===== src/rtl/if_stage.sv =====
// Instruction fetch stage: PC register, writable instruction memory and the IF/ID register.
// One-cycle fetch latency. stall holds PC and IF/ID; a redirect overrides stall and loads a bubble.
module if_stage #(
  parameter int unsigned IM_DEPTH = 128,
  parameter logic [31:0] PC_RESET = 32'h0000_0000,
  parameter logic [31:0] NOP_WORD = 32'h0000_0020
) (
  input  logic                        clk,
  input  logic                        rst,
  input  logic                        stall,
  input  logic                        flush,
  input  logic                        branch_taken,
  input  logic [31:0]                 branch_target,
  input  logic                        jump,
  input  logic [31:0]                 jump_target,
  input  logic                        im_we,
  input  logic [$clog2(IM_DEPTH)-1:0] im_waddr,
  input  logic [31:0]                 im_wdata,
  output logic [31:0]                 pc,
  output logic [31:0]                 fd_pc,
  output logic [31:0]                 fd_instr,
  output logic                        fd_valid,
  output logic [31:0]                 fetch_count
);

  localparam int AW = $clog2(IM_DEPTH);

  logic [31:0] mem [IM_DEPTH];
  logic [31:0] fetch_word;
  logic [31:0] pc_next_seq;

  // Read uses the pre-edge contents, so a same-cycle write to the fetched word returns old data.
  assign fetch_word  = mem[pc[AW+1:2]];
  assign pc_next_seq = pc + 32'd4;

  always_ff @(posedge clk) begin
    if (im_we) begin
      mem[im_waddr] <= im_wdata;
    end
  end

  always_ff @(posedge clk) begin
    if (rst) begin
      pc          <= PC_RESET;
      fd_pc       <= 32'd0;
      fd_instr    <= NOP_WORD;
      fd_valid    <= 1'b0;
      fetch_count <= 32'd0;
    end else if (jump || branch_taken) begin
      // Redirect: fd_pc and fetch_count are deliberately left untouched by the bubble.
      pc       <= jump ? jump_target : branch_target;
      fd_instr <= NOP_WORD;
      fd_valid <= 1'b0;
    end else if (!stall) begin
      pc <= pc_next_seq;
      if (flush) begin
        fd_instr <= NOP_WORD;
        fd_valid <= 1'b0;
      end else begin
        fd_instr    <= fetch_word;
        fd_pc       <= pc_next_seq;
        fd_valid    <= 1'b1;
        fetch_count <= fetch_count + 32'd1;
      end
    end
  end

endmodule


===== config.mk =====
export PLATFORM = sky130hd
export DESIGN_NAME = if_stage
export DESIGN_NICKNAME = d
export VERILOG_FILES = /design/src/rtl/if_stage.sv
export SDC_FILE = /design/constraint.sdc
export NUM_CORES = 2
export LEC_CHECK = 0
export ABC_AREA = 1
export CELL_PAD_IN_SITES_DETAIL_PLACEMENT = 1
export CELL_PAD_IN_SITES_GLOBAL_PLACEMENT = 1
export CORE_MARGIN = 3
export CORE_UTILIZATION = 46
export CTS_CLUSTER_DIAMETER = 50
export DETAILED_ROUTE_END_ITERATION = 6
export PLACE_DENSITY = 0.79
export SYNTH_ARGS = -nofsm -noshare
export SYNTH_HDL_FRONTEND = slang
export SYNTH_SLANG_ARGS = --single-unit

===== constraint.sdc =====
create_clock -name clk -period 3.8 [get_ports clk]
set_input_delay 0.76 -clock clk [delete_from_list [all_inputs] [get_ports clk]]
set_output_delay 0.76 -clock clk [all_outputs]
set_load 0.03 [all_outputs]

# After elaboration in Yosys (flattened, before gate mapping)
# Memories as Yosys holds them, arrays and structs flattened. A register that Yosys moved wholly into a read port is not among the register bits.
# Index checks and enable logic that the tools add are counted.
[totals]
memories = 1
input_bits = 110
elab_cells = 24
ff_bits = 129
mem_bits_rw = 4096
out_inout_bits = 129
[classes]
n_mux = 9
n_eq_ne = 1
bitwise = 3
add_sub_neg = 2
reduce_logical = 3
[mem_list]
columns = ["name", "depth", "word_bits", "read_ports", "rd_clocked_by_memory_dff", "write_ports", "line_no", "source"]
rows = [
  ["mem", 128, 32, 1, 1, 1, "28", "logic [31:0] mem [IM_DEPTH];"],
]
[ops]
columns = ["operator", "count"]
rows = [
  ["$mux W32", 4],
  ["$add A32 B1 Y32 const B", 1],
  ["$add A32 B3 Y32 const B", 1],
  ["$mux W7", 2],
  ["$mux W1", 3],
  ["$not A1 Y1", 3],
  ["$reduce_and A3 Y1", 1],
  ["$ne A2 B1 Y1 const B", 1],
  ["$reduce_or A2 Y1", 1],
  ["$logic_or A1 B1 Y1", 1],
]

# Logic depth before layout (Yosys ltp)
[logic_depth]
word_depth = 5
ltp_mapped = 17
mapped_depth_nobuf = 13

# Worst setup path after synthesis
# OpenSTA, ideal clock, no wires.
[synth_path]
path_type = "input to register"
startpoint = "in im_waddr[6]"
endpoint = "mem mem[91][0] (enable)"
path_buffers = 0
slack_ns = -0.073
t_arrival_ns = 3.412
setup_time_ns = 0.461
stages = 4
t_required_ns = 3.339
path_cell_list = "inv_1 -> nor2_1 -> nand2_1 -> nor3_1"
[synth_rtl]
columns = ["item", "line_no", "source"]
rows = [
  ["start: declaration", "17", "input logic [$clog2(IM_DEPTH)-1:0] im_waddr,"],
  ["end: declaration", "28", ""],
]
# No word-level cell before the write port.

==> report_table.html <==
<table>
<tr><th>Metric</th><th>Value</th></tr>
<tr><th colspan="2">Outcome</th></tr>
<tr><td>Run status</td><td>finished clean</td></tr>
<tr><th colspan="2">Timing</th></tr>
<tr><td>Tcrit/Tclk final</td><td>~90%</td></tr>
<tr><td>Worst hold margin</td><td>approximately 0.15 ns</td></tr>
<tr><td>Number of max-slew violations in the final report</td><td>0</td></tr>
<tr><td>Worst Tran Pin Value</td><td>1.22 ns</td></tr>
<tr><td>Final-report setup violation count</td><td>0</td></tr>
<tr><td>Final Hold Viols</td><td>0</td></tr>
<tr><td>Final critical delay including setup and external delays</td><td>3.50 ns</td></tr>
<tr><td>Setup repair after global routing missed its margin</td><td>false</td></tr>
<tr><td>Timing-limited maximum frequency</td><td>roughly 0.29 GHz</td></tr>
<tr><td>Final Skew</td><td>0.0416 ns</td></tr>
<tr><td>TNS Setup</td><td>0 ns</td></tr>
<tr><td>Slew margin rel.</td><td>18.4%</td></tr>
<tr><th colspan="2">Placement</th></tr>
<tr><td>Post-DP HPWL</td><td>about 350000 µm</td></tr>
<tr><td>Count of buffers inserted at the top-level ports</td><td>between 200 and 250</td></tr>
<tr><td>Final weighted congestion in routability-driven placement</td><td>0.873</td></tr>
<tr><td>Post-placement cell area</td><td>about 180000 µm²</td></tr>
<tr><th colspan="2">Die</th></tr>
<tr><td>Core ar.</td><td>between 300000 and 400000 µm²</td></tr>
<tr><td>Die Footprint</td><td>378000 µm²</td></tr>
<tr><td>Total number of placement rows</td><td>223</td></tr>
<tr><td>Initial cell density of the core</td><td>46.2%</td></tr>
<tr><td>Number of top-level pins</td><td>between 200 and 250</td></tr>
<tr><td>Die Height</td><td>615 µm</td></tr>
<tr><td>Horizontal die dimension</td><td>615 µm</td></tr>
<tr><th colspan="2">Power and ir drop</th></tr>
<tr><td>Internal power</td><td>78.0 mW</td></tr>
<tr><td>Static leakage</td><td>68.2 nW</td></tr>
<tr><td>Total net switching power</td><td>25.9 mW</td></tr>
<tr><td>Relative contribution of sequential cells to total power</td><td>49.5%</td></tr>
<tr><td>Fraction of power spent switching nets</td><td>25.0%</td></tr>
<tr><td>PD cells</td><td>529 nW/µm²</td></tr>
<tr><td>Combinational cell fraction of total power</td><td>8.9%</td></tr>
<tr><td>Maximum vdd drop</td><td>0.488 mV</td></tr>
<tr><td>Clk pwr share</td><td>41.6%</td></tr>
<tr><th colspan="2">Clock tree</th></tr>
<tr><td>Number of buffers added to fix hold violations after cts</td><td>0</td></tr>
<tr><td>Clock tree from TritonCTS</td><td>done</td></tr>
<tr><td>Clock Tree Root</td><td>clkbuf_16</td></tr>
<tr><td>Worst-case clock buffer depth</td><td>4</td></tr>
<tr><td>Post-CTS Resized</td><td>0</td></tr>
<tr><td>Post-CTS setup buffers</td><td>0</td></tr>
<tr><td>CTS sink cnt</td><td>between 4000 and 5000</td></tr>
<tr><td>Reg clk slew, reported paths</td><td>0.06 ns</td></tr>
<tr><td>H-tree level count</td><td>5</td></tr>
<tr><td>Number of clock buffers inserted by TritonCTS</td><td>449</td></tr>
<tr><td>Clock latency of the later-clocked register in the worst-skew pair</td><td>1.00 ns</td></tr>
<tr><th colspan="2">Synthesis</th></tr>
<tr><td>Number of instances in the synthesized netlist</td><td>14200</td></tr>
<tr><td>Share of flip-flops with an asynchronous set or reset after synthesis</td><td>0%</td></tr>
<tr><td>Synthesized area</td><td>around 170000 µm²</td></tr>
<tr><td>EDFF count, synth</td><td>4096</td></tr>
<tr><td>Count of synthesis-stage warnings from yosys</td><td>0</td></tr>
<tr><td>Share of the synthesized area in the top cell type</td><td>between 70 and 80%</td></tr>
<tr><td>Post-synthesis sequential element count</td><td>4232</td></tr>
<tr><td>Synth Net Count</td><td>14300</td></tr>
<tr><td>Proportion of synthesized chip area in sequential cells</td><td>73.7%</td></tr>
<tr><td>Ranking of synthesized cells by area</td><td>edfxtp_1 (72%), nand3_1 (12%), nand2_1 (9.7%)</td></tr>
<tr><td>Predominant post-synthesis flop cell</td><td>edfxtp_1</td></tr>
<tr><td>Syn_area_per_cell</td><td>12.0 µm²</td></tr>
<tr><td>Cell accounting for the most synthesized area</td><td>edfxtp_1</td></tr>
<tr><td>Number of different library cells in the post-synthesis netlist</td><td>between 50 and 60</td></tr>
<tr><th colspan="2">Finish</th></tr>
<tr><td>Fraction of layout cells with a size suffix above 1</td><td>9.42%</td></tr>
<tr><td>Most common cell after layout, fill and taps aside</td><td>nand2_1</td></tr>
<tr><td># nets final</td><td>between 10000 and 15000</td></tr>
<tr><td>Synth-to-layout area growth</td><td>15.2%</td></tr>
<tr><td>Design Area, Final</td><td>197000 µm²</td></tr>
<tr><td>Most frequent cells in the layout</td><td>nand2_1 (4389), edfxtp_1 (4096), nand3_1 (4035), clkbuf_16 (454), buf_4 (323)</td></tr>
<tr><th colspan="2">Setup path</th></tr>
<tr><td>Peak fanout along the critical path</td><td>59</td></tr>
<tr><td>Critical path required time</td><td>4.70 ns</td></tr>
<tr><td>Start-to-end type of the worst setup path</td><td>flop to flop</td></tr>
<tr><td>WP data arrival</td><td>4.40 ns</td></tr>
<tr><td>Kind of start point of the critical path</td><td>flop</td></tr>
<tr><td>Critical path capture point type</td><td>flop</td></tr>
<tr><th colspan="2">GRT</th></tr>
<tr><td>Total congestion overflow</td><td>0</td></tr>
<tr><td>Initial antenna violation count</td><td>40</td></tr>
<tr><td>Largest net degree at the start of global routing</td><td>141</td></tr>
<tr><td>Number of global-route vias before repair</td><td>131000</td></tr>
<tr><td>First-pass GRT wire length</td><td>between 800000 and 900000 µm</td></tr>
<tr><td>Global routing usage summed across all routing layers</td><td>between 30% and 40%</td></tr>
<tr><th colspan="2">Min path</th></tr>
<tr><td>Classification of the worst-slack hold path</td><td>primary input to flop</td></tr>
<tr><th colspan="2">Detailed routing</th></tr>
<tr><td>Number of detailed-route iterations in the first pass</td><td>7</td></tr>
<tr><td>Final routed wire length divided by cell count</td><td>30.6 µm</td></tr>
<tr><td>Vias after detailed routing</td><td>124000</td></tr>
<tr><td>Per-cell via count in the routed design</td><td>roughly 6.3</td></tr>
<tr><td>Final WL</td><td>607000 µm</td></tr>
<tr><td>Count of antenna-violating nets left after detailed routing</td><td>0</td></tr>
<tr><td>Initial DRC Count</td><td>18400</td></tr>
<tr><td>Number of design rule violations left after detail routing</td><td>0</td></tr>
<tr><th colspan="2">Flow run</th></tr>
<tr><td>Max-cap viol count</td><td>0</td></tr>
</table>
## registers in the layout, indices dropped and copies added (netlist names), named ones only
signal and count:
fd_pc 32, fd_valid 1, mem 4096, pc 32, fetch_count 32, fd_instr 32
## metal layers
metal  track usage (%)  part of all wire (%)
met1              40.2                    36
met5                 0                 0.021
met4              16.4                   5.6
met2              50.3                    47
met3              6.40                    11
## power groups by stage
stage	combinational, mW	sequential, mW	clock [mW]
floorplan	4.49	52.5	0
global placement	8.40	52.5	0
detailed placement	8.79	52.5	0
CTS	8.97	51.5	43.4
global route	9.65	51.5	45.3
finish	9.21	51.5	43.2
## critical path, cell delays in order, from the launching register on
cell and delay [ns]:
dfxtp_4 0.43, buf_12 0.31, buf_12 0.25, buf_12 0.30
buf_4 0.33, nand2_1 0.08, nand3_1 0.09, nand3_1 0.10
nand3_1 0.11, nand3_1 0.23, nand3_1 0.29, nand3_1 0.31
nand2_1 0.19, nand2_1 0.09, a21oi_1 0.19
## cells by family after synthesis
family	Yosys count	synth area share, %
xor+xnor	28	0.144
fa+ha+maj	2	0.0147
buf+inv	1055	3.30
simple gates	8725	22.3
flops	4232	73.7
compound gates	171	0.589
## metrics by stage
step | power (mW) | util [%] | setup slack [ns] | std cells
2_1_floorplan | 57.0 | - | -0.0731 | 14200
3_3_place_gp | 60.9 | 49.4 | 0.493 | 19000
3_5_place_dp | 61.3 | 49.4 | 0.452 | 19000
4_1_cts | 104 | 53.3 | 0.449 | 19800
5_1_grt | 106 | 53.3 | 0.254 | 19800
6_report | 104 | 53.3 | 0.295 | 19800
## final timing paths
check | cells past startpoint | start | end | slack (ns)
worst max-delay path | 14 | flop | fd_instr[18]$_SDFFE_PP0N_ | 0.30
worst min-delay path | 2 | rst | pc[25]$_SDFFE_PP0N_ | 0.15
worst max register to register | 14 | flop | fd_instr[18]$_SDFFE_PP0N_ | 0.30
worst min register to register | 2 | fd_instr[20]$_SDFFE_PP0N_ | fd_instr[20]$_SDFFE_PP0N_ | 0.48
## cell type report
class,instances,area (µm²)
fillers,37200,173000
flip-flops and latches,4232,126000
multi-input cells,8926,40300
clock buffers,556,11800
repair buffers,789,9670
well taps,4950,6190
clock inverters,267,2410
inverters,106,442
diodes,14,35.0
## Yosys cell counts (all sizes together) (2+ instances only)
cell type,number
a211oi,2
a21oi,63
a221oi,2
a22o,3
a22oi,26
a31oi,23
buf,764
clkbuf,185
dfxtp,136
edfxtp,4096
ha,2
inv,106
nand2,4403
nand3,4037
nand3b,4
nand4,12
nor2,234
nor3,26
nor3b,3
nor4,2
o21a,3
o21ai,43
or2,3
xnor2,10
xor2,18
Note: power is estimated with default switching activity, not from simulation.
